**config.mk**
```make
export PLATFORM = sky130hd
export DESIGN_NAME = noise_channel
export DESIGN_NICKNAME = d
export VERILOG_FILES = /design/src/rtl/noise_channel.sv
export SDC_FILE = /design/constraint.sdc
export NUM_CORES = 1
export LEC_CHECK = 0
export ABC_AREA = 1
export CAP_MARGIN = 25
export CORE_MARGIN = 2
export CORE_UTILIZATION = 45
export DETAILED_ROUTE_END_ITERATION = 7
export GPL_ROUTABILITY_DRIVEN = 1
export PLACE_DENSITY = 0.65
export SLEW_MARGIN = 20
export SYNTH_ARGS = -nofsm -noshare
export SYNTH_HDL_FRONTEND = slang
export SYNTH_SLANG_ARGS = --single-unit
```
**constraint.sdc**
```tcl
create_clock -name clk -period 1.8 [get_ports clk]
set_clock_uncertainty 0.2 [all_clocks]
set_input_delay 0.18 -clock clk [delete_from_list [all_inputs] [get_ports clk]]
set_output_delay 0.18 -clock clk [all_outputs]
set_load 0.05 [all_outputs]
```
**src/rtl/noise_channel.sv**
```systemverilog
// Noise channel (channel 4): a 15/7-bit LFSR clocked by a programmable
// divider, gated by a length counter and scaled by a volume envelope.
module noise_channel (
  input  logic       clk,
  input  logic       rst_n,
  input  logic       clk256,
  input  logic       clk64,
  input  logic [5:0] length_data,
  input  logic [3:0] init_volume,
  input  logic       env_dir,
  input  logic [2:0] env_period,
  input  logic [3:0] shift_freq,
  input  logic       width_mode,
  input  logic [2:0] div_ratio,
  input  logic       trigger,
  input  logic       length_enable,
  output logic [3:0] noise
);

  typedef enum logic {
    CH_OFF = 1'b0,
    CH_ON  = 1'b1
  } ch_state_e;

  ch_state_e   state_q, state_d;

  logic        s256_q, p256_q;
  logic        s64_q,  p64_q;
  logic        trg_q,  trg_p_q;

  logic [14:0] lfsr_q, lfsr_d;
  logic [3:0]  vol_q,  vol_d;
  logic [2:0]  env_q,  env_d;
  logic [6:0]  len_q,  len_d;
  logic [21:0] div_q,  div_d;
  logic [3:0]  noise_q, noise_d;

  logic        tick256, tick64, trig_tick;
  logic [6:0]  base;
  logic [21:0] reload;
  logic        step_ok;
  logic        fb;
  logic [14:0] lfsr_step;
  logic        dac_on;

  assign tick256   = s256_q & ~p256_q;
  assign tick64    = s64_q  & ~p64_q;
  assign trig_tick = trg_q  & ~trg_p_q;

  // Base period 8 clks for r=0, else 16*r; full period is base << s.
  // 112 << 15 still fits in 22 bits, so no shift value can overflow.
  assign base    = (div_ratio == 3'd0) ? 7'd8 : {div_ratio, 4'b0000};
  assign reload  = (22'(base) << shift_freq) - 22'd1;
  // Shift values 14 and 15 stop the LFSR entirely.
  assign step_ok = (shift_freq[3:1] != 3'b111);

  assign fb = lfsr_q[0] ^ lfsr_q[1];
  always_comb begin
    lfsr_step = {fb, lfsr_q[14:1]};
    if (width_mode) lfsr_step[6] = fb;
  end

  // A zero starting volume that can only fall means the DAC is off.
  assign dac_on = (init_volume != 4'd0) | env_dir;

  // Timebase and trigger synchronisers plus their previous-value flops.
  always_ff @(posedge clk or negedge rst_n) begin
    if (!rst_n) begin
      s256_q  <= 1'b0;
      p256_q  <= 1'b0;
      s64_q   <= 1'b0;
      p64_q   <= 1'b0;
      trg_q   <= 1'b0;
      trg_p_q <= 1'b0;
    end else begin
      s256_q  <= clk256;
      p256_q  <= s256_q;
      s64_q   <= clk64;
      p64_q   <= s64_q;
      trg_q   <= trigger;
      trg_p_q <= trg_q;
    end
  end

  // Channel state registers.
  always_ff @(posedge clk or negedge rst_n) begin
    if (!rst_n) begin
      state_q <= CH_OFF;
      lfsr_q  <= '1;
      vol_q   <= '0;
      env_q   <= '0;
      len_q   <= '0;
      div_q   <= '0;
      noise_q <= '0;
    end else begin
      state_q <= state_d;
      lfsr_q  <= lfsr_d;
      vol_q   <= vol_d;
      env_q   <= env_d;
      len_q   <= len_d;
      div_q   <= div_d;
      noise_q <= noise_d;
    end
  end

  // Next-state: trigger restarts everything and masks same-cycle events;
  // otherwise divider, length and envelope updates apply independently.
  always_comb begin
    state_d = state_q;
    lfsr_d  = lfsr_q;
    vol_d   = vol_q;
    env_d   = env_q;
    len_d   = len_q;
    div_d   = div_q;

    if (trig_tick) begin
      state_d = dac_on ? CH_ON : CH_OFF;
      lfsr_d  = '1;
      vol_d   = init_volume;
      env_d   = env_period;
      len_d   = 7'd64 - {1'b0, length_data};
      div_d   = reload;
    end else begin
      if (div_q == '0) begin
        div_d = reload;
        if (step_ok) lfsr_d = lfsr_step;
      end else begin
        div_d = div_q - 22'd1;
      end

      if (tick256 && length_enable && (state_q == CH_ON) && (len_q != '0)) begin
        len_d = len_q - 7'd1;
        if (len_q == 7'd1) state_d = CH_OFF;
      end

      // A counter already at or below 1 reaches zero on this tick; this
      // also covers a period that was 0 at trigger time and changed later.
      if (tick64 && (env_period != 3'd0)) begin
        if (env_q <= 3'd1) begin
          env_d = env_period;
          if (env_dir) begin
            if (vol_q != 4'd15) vol_d = vol_q + 4'd1;
          end else begin
            if (vol_q != 4'd0) vol_d = vol_q - 4'd1;
          end
        end else begin
          env_d = env_q - 3'd1;
        end
      end
    end
  end

  // Output sample from the current state, registered one clk later.
  always_comb begin
    noise_d = '0;
    if ((state_q == CH_ON) && !lfsr_q[0]) noise_d = vol_q;
  end

  assign noise = noise_q;

endmodule

```
# ---- Word level (Yosys, flattened, before mapping)
# Index checks and enable logic that the tools add are counted.
dict set report word_totals {
  register_bits 62
  input_bits 28
  output_inout_bits 4
  elab_cells 79
}
dict set report classes {
  n_addsub 7
  magnitude_cmp 1
  eq_ne 4
  shifts 1
  mux 23
  bitwise 8
  n_reduce_logical 22
}
# operator count
set op_table {}
lappend op_table {{$mux W15} 3}
lappend op_table {{$mux W22} 2}
lappend op_table {{$sub A22 B1 Y22 const B} 2}
lappend op_table {{$mux W4} 7}
lappend op_table {{$logic_not A22 Y1} 1}
lappend op_table {{$shl A7 B4 Y22} 1}
lappend op_table {{$mux W7} 3}
lappend op_table {{$reduce_bool A2 Y1} 6}
lappend op_table {{$mux W3} 3}
lappend op_table {{$reduce_bool A4 Y1} 2}
lappend op_table {{$eq A7 B1 Y1 const B} 1}
lappend op_table {{$reduce_bool A7 Y1} 1}
lappend op_table {{$sub A7 B1 Y7 const B} 1}
lappend op_table {{$sub A7 B6 Y7 const A} 1}
lappend op_table {{$reduce_bool A3 Y1} 2}
lappend op_table {{$logic_and A1 B1 Y1} 5}
lappend op_table {{$mux W1} 5}
lappend op_table {{$add A4 B1 Y4 const B} 1}
lappend op_table {{$ne A4 B4 Y1 const B} 1}
lappend op_table {{$reduce_and A2 Y1} 2}
lappend op_table {{$reduce_and A4 Y1} 1}
lappend op_table {{$sub A4 B1 Y4 const B} 1}
lappend op_table {{$and A1 B1 Y1} 3}
lappend op_table {{$le A3 B1 Y1 const B} 1}
lappend op_table {{8 further kinds} 10}

# ---- Depth between registers and ports, before layout
# Gate-level depths: netlist (run 1).
dict set report depth {
  ltp_word 7
  ltp_mapped 16
  ltp_nobuf 16
}

# ---- Worst setup path before layout (run 1)
# Ideal clock, no wire load.
dict set report synth_path {
  kind {register to register}
  from {register div_q[0]}
  to {register div_q[20]}
  setup_time_ns 0.113
  arrival_ns 1.610
  t_required_ns 1.487
  setup_slack_ns -0.123
  stages_incl_launch_ff 14
  n_path_buf 0
  period_less_slack_ns 1.923
  path_cell_list {dfrtp_1 inv_1 ha_1 nand2_1 nor2_1 nand2_1 inv_1 nand3_1 nor2_1 nand2_1 o21ai_0 nand3_1 nand2_1 inv_1}
}
dict set report synth_via {
  elab_chain_cells 3
  word_cells_on_any_way 4
  classes_between {1 x add/sub; 2 x mux; 1 x reduce/logical}
}
# item line
set synth_lines {}
lappend synth_lines {{start, declared} 35} ;# logic [21:0] div_q, div_d;
lappend synth_lines {{start signal, assigned} 101} ;# div_q <= div_d;
lappend synth_lines {{$sub A22 B1 Y22 or $logic_not A22 Y1 (tied branches)} {128, 124}}
lappend synth_lines {{$mux W22 *} 124} ;# if (div_q == '0) begin
lappend synth_lines {{$mux W22 *} 116} ;# if (trig_tick) begin
lappend synth_lines {{named net div_d[20]} 35}
# Mark *: on every way through the listed nets, which the timed path passes. The rest lies on a longest branch.
# A chain may end at the register's enable or synchronous reset.

# ---- Worst setup path in the final report (run 1)
dict set report layout_path {
  from {register div_q[0]}
  to {register div_q[21]}
}
# Same word-level chain as after synthesis.

==> metrics.txt, run 1 <==
GR Util All Layers=between 20% and 30%; Via density=5.16; core area=slightly above 0.009 mm2; ratio of cells with drive above 1 in the final layout=between 30% and 40%; Post-Syn Instances=slightly below 600; crit end category=flip-flop; Bufs on Longest Clock Path=2; Final period util=105%; placed insts=approximately 790; Yosys top cell area share=27.7%; Placer Congestion=0.906; WP data arrival=roughly 2000 ps; worst hold path class=input port to flip-flop; Layout area overhead=47.9%; failing checks=negative setup slack; Mean Syn Cell Area=~7.3 um2; sequential area share after synthesis=a little under two fifths; via count=4374; fmax=0.527 GHz; final max-slew violation count=0; Net Sw Power=slightly above 2 mW; P_int=3.32 mW; prevailing post-synth register cell=dfrtp_1; worst-path fanout max=4; Worst slew margin=between 70% and 80%; Die ar.=0.0102 mm2; total CTS buffers=9; port bufs=31; drt drc=0; P_leak=3.01 nW; num ports=32; clk_lat worst skew=340 ps; synth cell count leaders=nand2_1 (134), nor2_1 (68), inv_1 (58); clock tree from TritonCTS=built; first-pass GRT wire length=approximately 19000 um; Core Util, Final=roughly two thirds; actual slew at the worst max-slew pin=between 400 and 500 ps; largest net degree at the start of global routing=33; Async S/R FF share, synth=100%; Area contributors post-synth=dfrtp_1 (28%), nand2_1 (12%), dfstp_2 (9.3%); Net Sw Frac=a little under two fifths; initial antenna violation count=0; WS Path Type=flip-flop to flip-flop; DP Worst Slack=-641 ps; drt pass-1 iters=4; DRT iter0 DRCs=166; Synth area leader=dfrtp_1; Hold WS=around 73 ps; final hold viol count=0; floorplan row count=35; status=finished with violations; Detailed Place HPWL=7920 um; most instantiated library cell after synthesis=nand2_1; synth unique cells=41; Mapped Area=between 0.004 and 0.005 mm2; Max-Cap Viols=0; H-tree levels=3; power per cell area=857 mW/mm2; Combinational Power Share=between 40% and 50%; clock power share=about 20%; Avg WL per Cell=about 13 um; Period minus WS final=between 1500 and 2000 ps; Critical Path Source=div_q[0]$_DFF_PN0_; RSZ-0062 raised after global routing=yes; ant diodes=0; total power=roughly 5.4 mW; Horiz. Die Dim=a little over 100 um; sequential power share=38.3%; gr ovfl total=0; final setup TNS=-1110 ps; Antenna Violating Nets Remaining=0; setup violators final=29; non-filler cells, final=~850; hold path start=trigger; Detailed Route WL=approximately 11000 um; nets=771; dpl cell area=around 0.0053 mm2; Starting Density=46.1%; Synth Warn #=0; Seq cells post-synth=62; R2R Path Start=div_q[0]$_DFF_PN0_; vias in the first global route=about 4.3k; WP data required=roughly 1900 ps; Post-Syn Nets=just over 600; setup ws final=-98.1 ps; Startpoint Class=flip-flop; Clock Pin Slew Worst Setup and Hold Paths=70 ps; clk sinks=62; Design Area, Final=0.00628 mm2; Die Y=around 100 um; Post-synth EDFFs=0; worst vdd ir=a little under 0.5 mV; clock root buffer=clkbuf_8
-- worst max-delay path, stage by stage (launching register included) --
cell,delay (ps)
dfrtp_1,390
inv_2,80
buf_4,120
nand2_2,70
nor2_4,120
nand4_1,140
nor2_2,160
nand2_2,100
nor3_2,140
xor2_1,190
nand2_1,70
nand2_1,60
-- what timing repair did --
item / in CTS / in global routing
pin swaps: 32 / 26
endpoints found under the setup margin: 39 / 50
setup buffers: 19 / 18
cloned: 1 / 2
resized for setup: 78 / 91
hold buffers: 1 / 0
endpoints found under the hold margin: 47 / 0
-- power groups by stage --
stage | combinational (mW) | sequential (mW) | clock, mW
global placement | 1.76 | 2.03 | 0
floorplan | 1.11 | 2.11 | 0
CTS | 2.02 | 2.03 | 1.09
finish | 2.26 | 2.06 | 1.06
global route | 2.52 | 2.10 | 1.16
detailed placement | 1.83 | 2.05 | 0
-- state kept, by name, summed over array words and instances, names as in the netlist --
register  count
noise         4
env_q         3
s256_q        1
p256_q        1
s64_q         1
vol_q         4
lfsr_q       15
trg_p_q       1
trg_q         1
state_q       1
len_q         7
div_q        22
p64_q         1
-- cell usage in the layout (no fill, tap or decap), types with 4 or more instances in the layout --
cell and count:
clkdlybuf4s50_1 19, o21ai_1 21, nand4_1 14, nand2_2 23, a21oi_1 9, nor2_2 14, ha_1 7, nor2_1 49
clkbuf_8 9, nand3_2 10, dfrtp_1 46, inv_1 50, dfstp_2 15, nand2_1 112, or2_2 4, xor2_1 11
nor2_4 14, inv_2 12, xnor2_1 12, buf_6 14, o211ai_1 7, o21ai_0 24, a31oi_1 4, buf_4 112
dlygate4sd2_1 4, clkinv_4 4, nor3_1 6, nand3_1 34, nand2_4 10, nor4_1 4, o21ai_2 12, nand3_4 6
-- cell families after synthesis --
family	after synthesis	share of synthesized area, %
multiplexers	1	0.236
flip-flops	62	37.0
AND/OR/NAND/NOR	314	35.5
buffers and inverters	84	8.05
AO/OA/AOI/OAI	83	10.6
adder cells (fa/ha/maj)	11	3.42
XOR/XNOR	25	5.16
-- worst paths after layout --
check	end	slack, ps	depth (start not counted)
worst max-delay path	div_q[21]$_DFF_PN0_	-100	11
worst min-delay path	trg_q$_DFF_PN0_	70	1
worst max register to register	div_q[21]$_DFF_PN0_	-100	11
worst min register to register	p64_q$_DFF_PN0_	180	0
max in group asynchronous	div_q[9]$_DFF_PN0_	720	3
min in group asynchronous	env_q[1]$_DFFE_PN0P_	90	2
-- area by class of cell --
class | count | area, um2
Inverter | 67 | 273
Clock inverter | 5 | 36.3
Multi-Input combinational cell | 434 | 2780
Fill cell | 707 | 2920
Timing Repair Buffer | 158 | 1340
Clock buffer | 11 | 131
Sequential cell | 62 | 1570
Tap cell | 111 | 139
-- layer usage --
| metal | GRT usage (%) | wire (um) |
|---|---|---|
| met5 | 0 | 0 |
| met4 | 8.42 | 208 |
| met3 | 2.84 | 341 |
| met2 | 42.4 | 5970 |
| met1 | 26.4 | 4930 |
Power figures use the tool's default switching activity.
==> inputs of run 2 (changes only) <==
--- a/config.mk
+++ b/config.mk
@@ -9,6 +9,7 @@
 export CAP_MARGIN = 25
 export CORE_MARGIN = 2
 export CORE_UTILIZATION = 45
+export CTS_CLUSTER_SIZE = 12
 export DETAILED_ROUTE_END_ITERATION = 7
 export GPL_ROUTABILITY_DRIVEN = 1
 export PLACE_DENSITY = 0.65
==> results of run 2 <==
Final layout, timing and power as in run 1 (identical DEF).
==> inputs of run 3 (changes only) <==
--- a/config.mk
+++ b/config.mk
@@ -13,7 +13,7 @@
 export DETAILED_ROUTE_END_ITERATION = 7
 export GPL_ROUTABILITY_DRIVEN = 1
 export PLACE_DENSITY = 0.65
-export SLEW_MARGIN = 20
+export SLEW_MARGIN = 15
 export SYNTH_ARGS = -nofsm -noshare
 export SYNTH_HDL_FRONTEND = slang
 export SYNTH_SLANG_ARGS = --single-unit
==> results of run 3 <==
Final layout, timing and power as in run 1 (identical DEF).
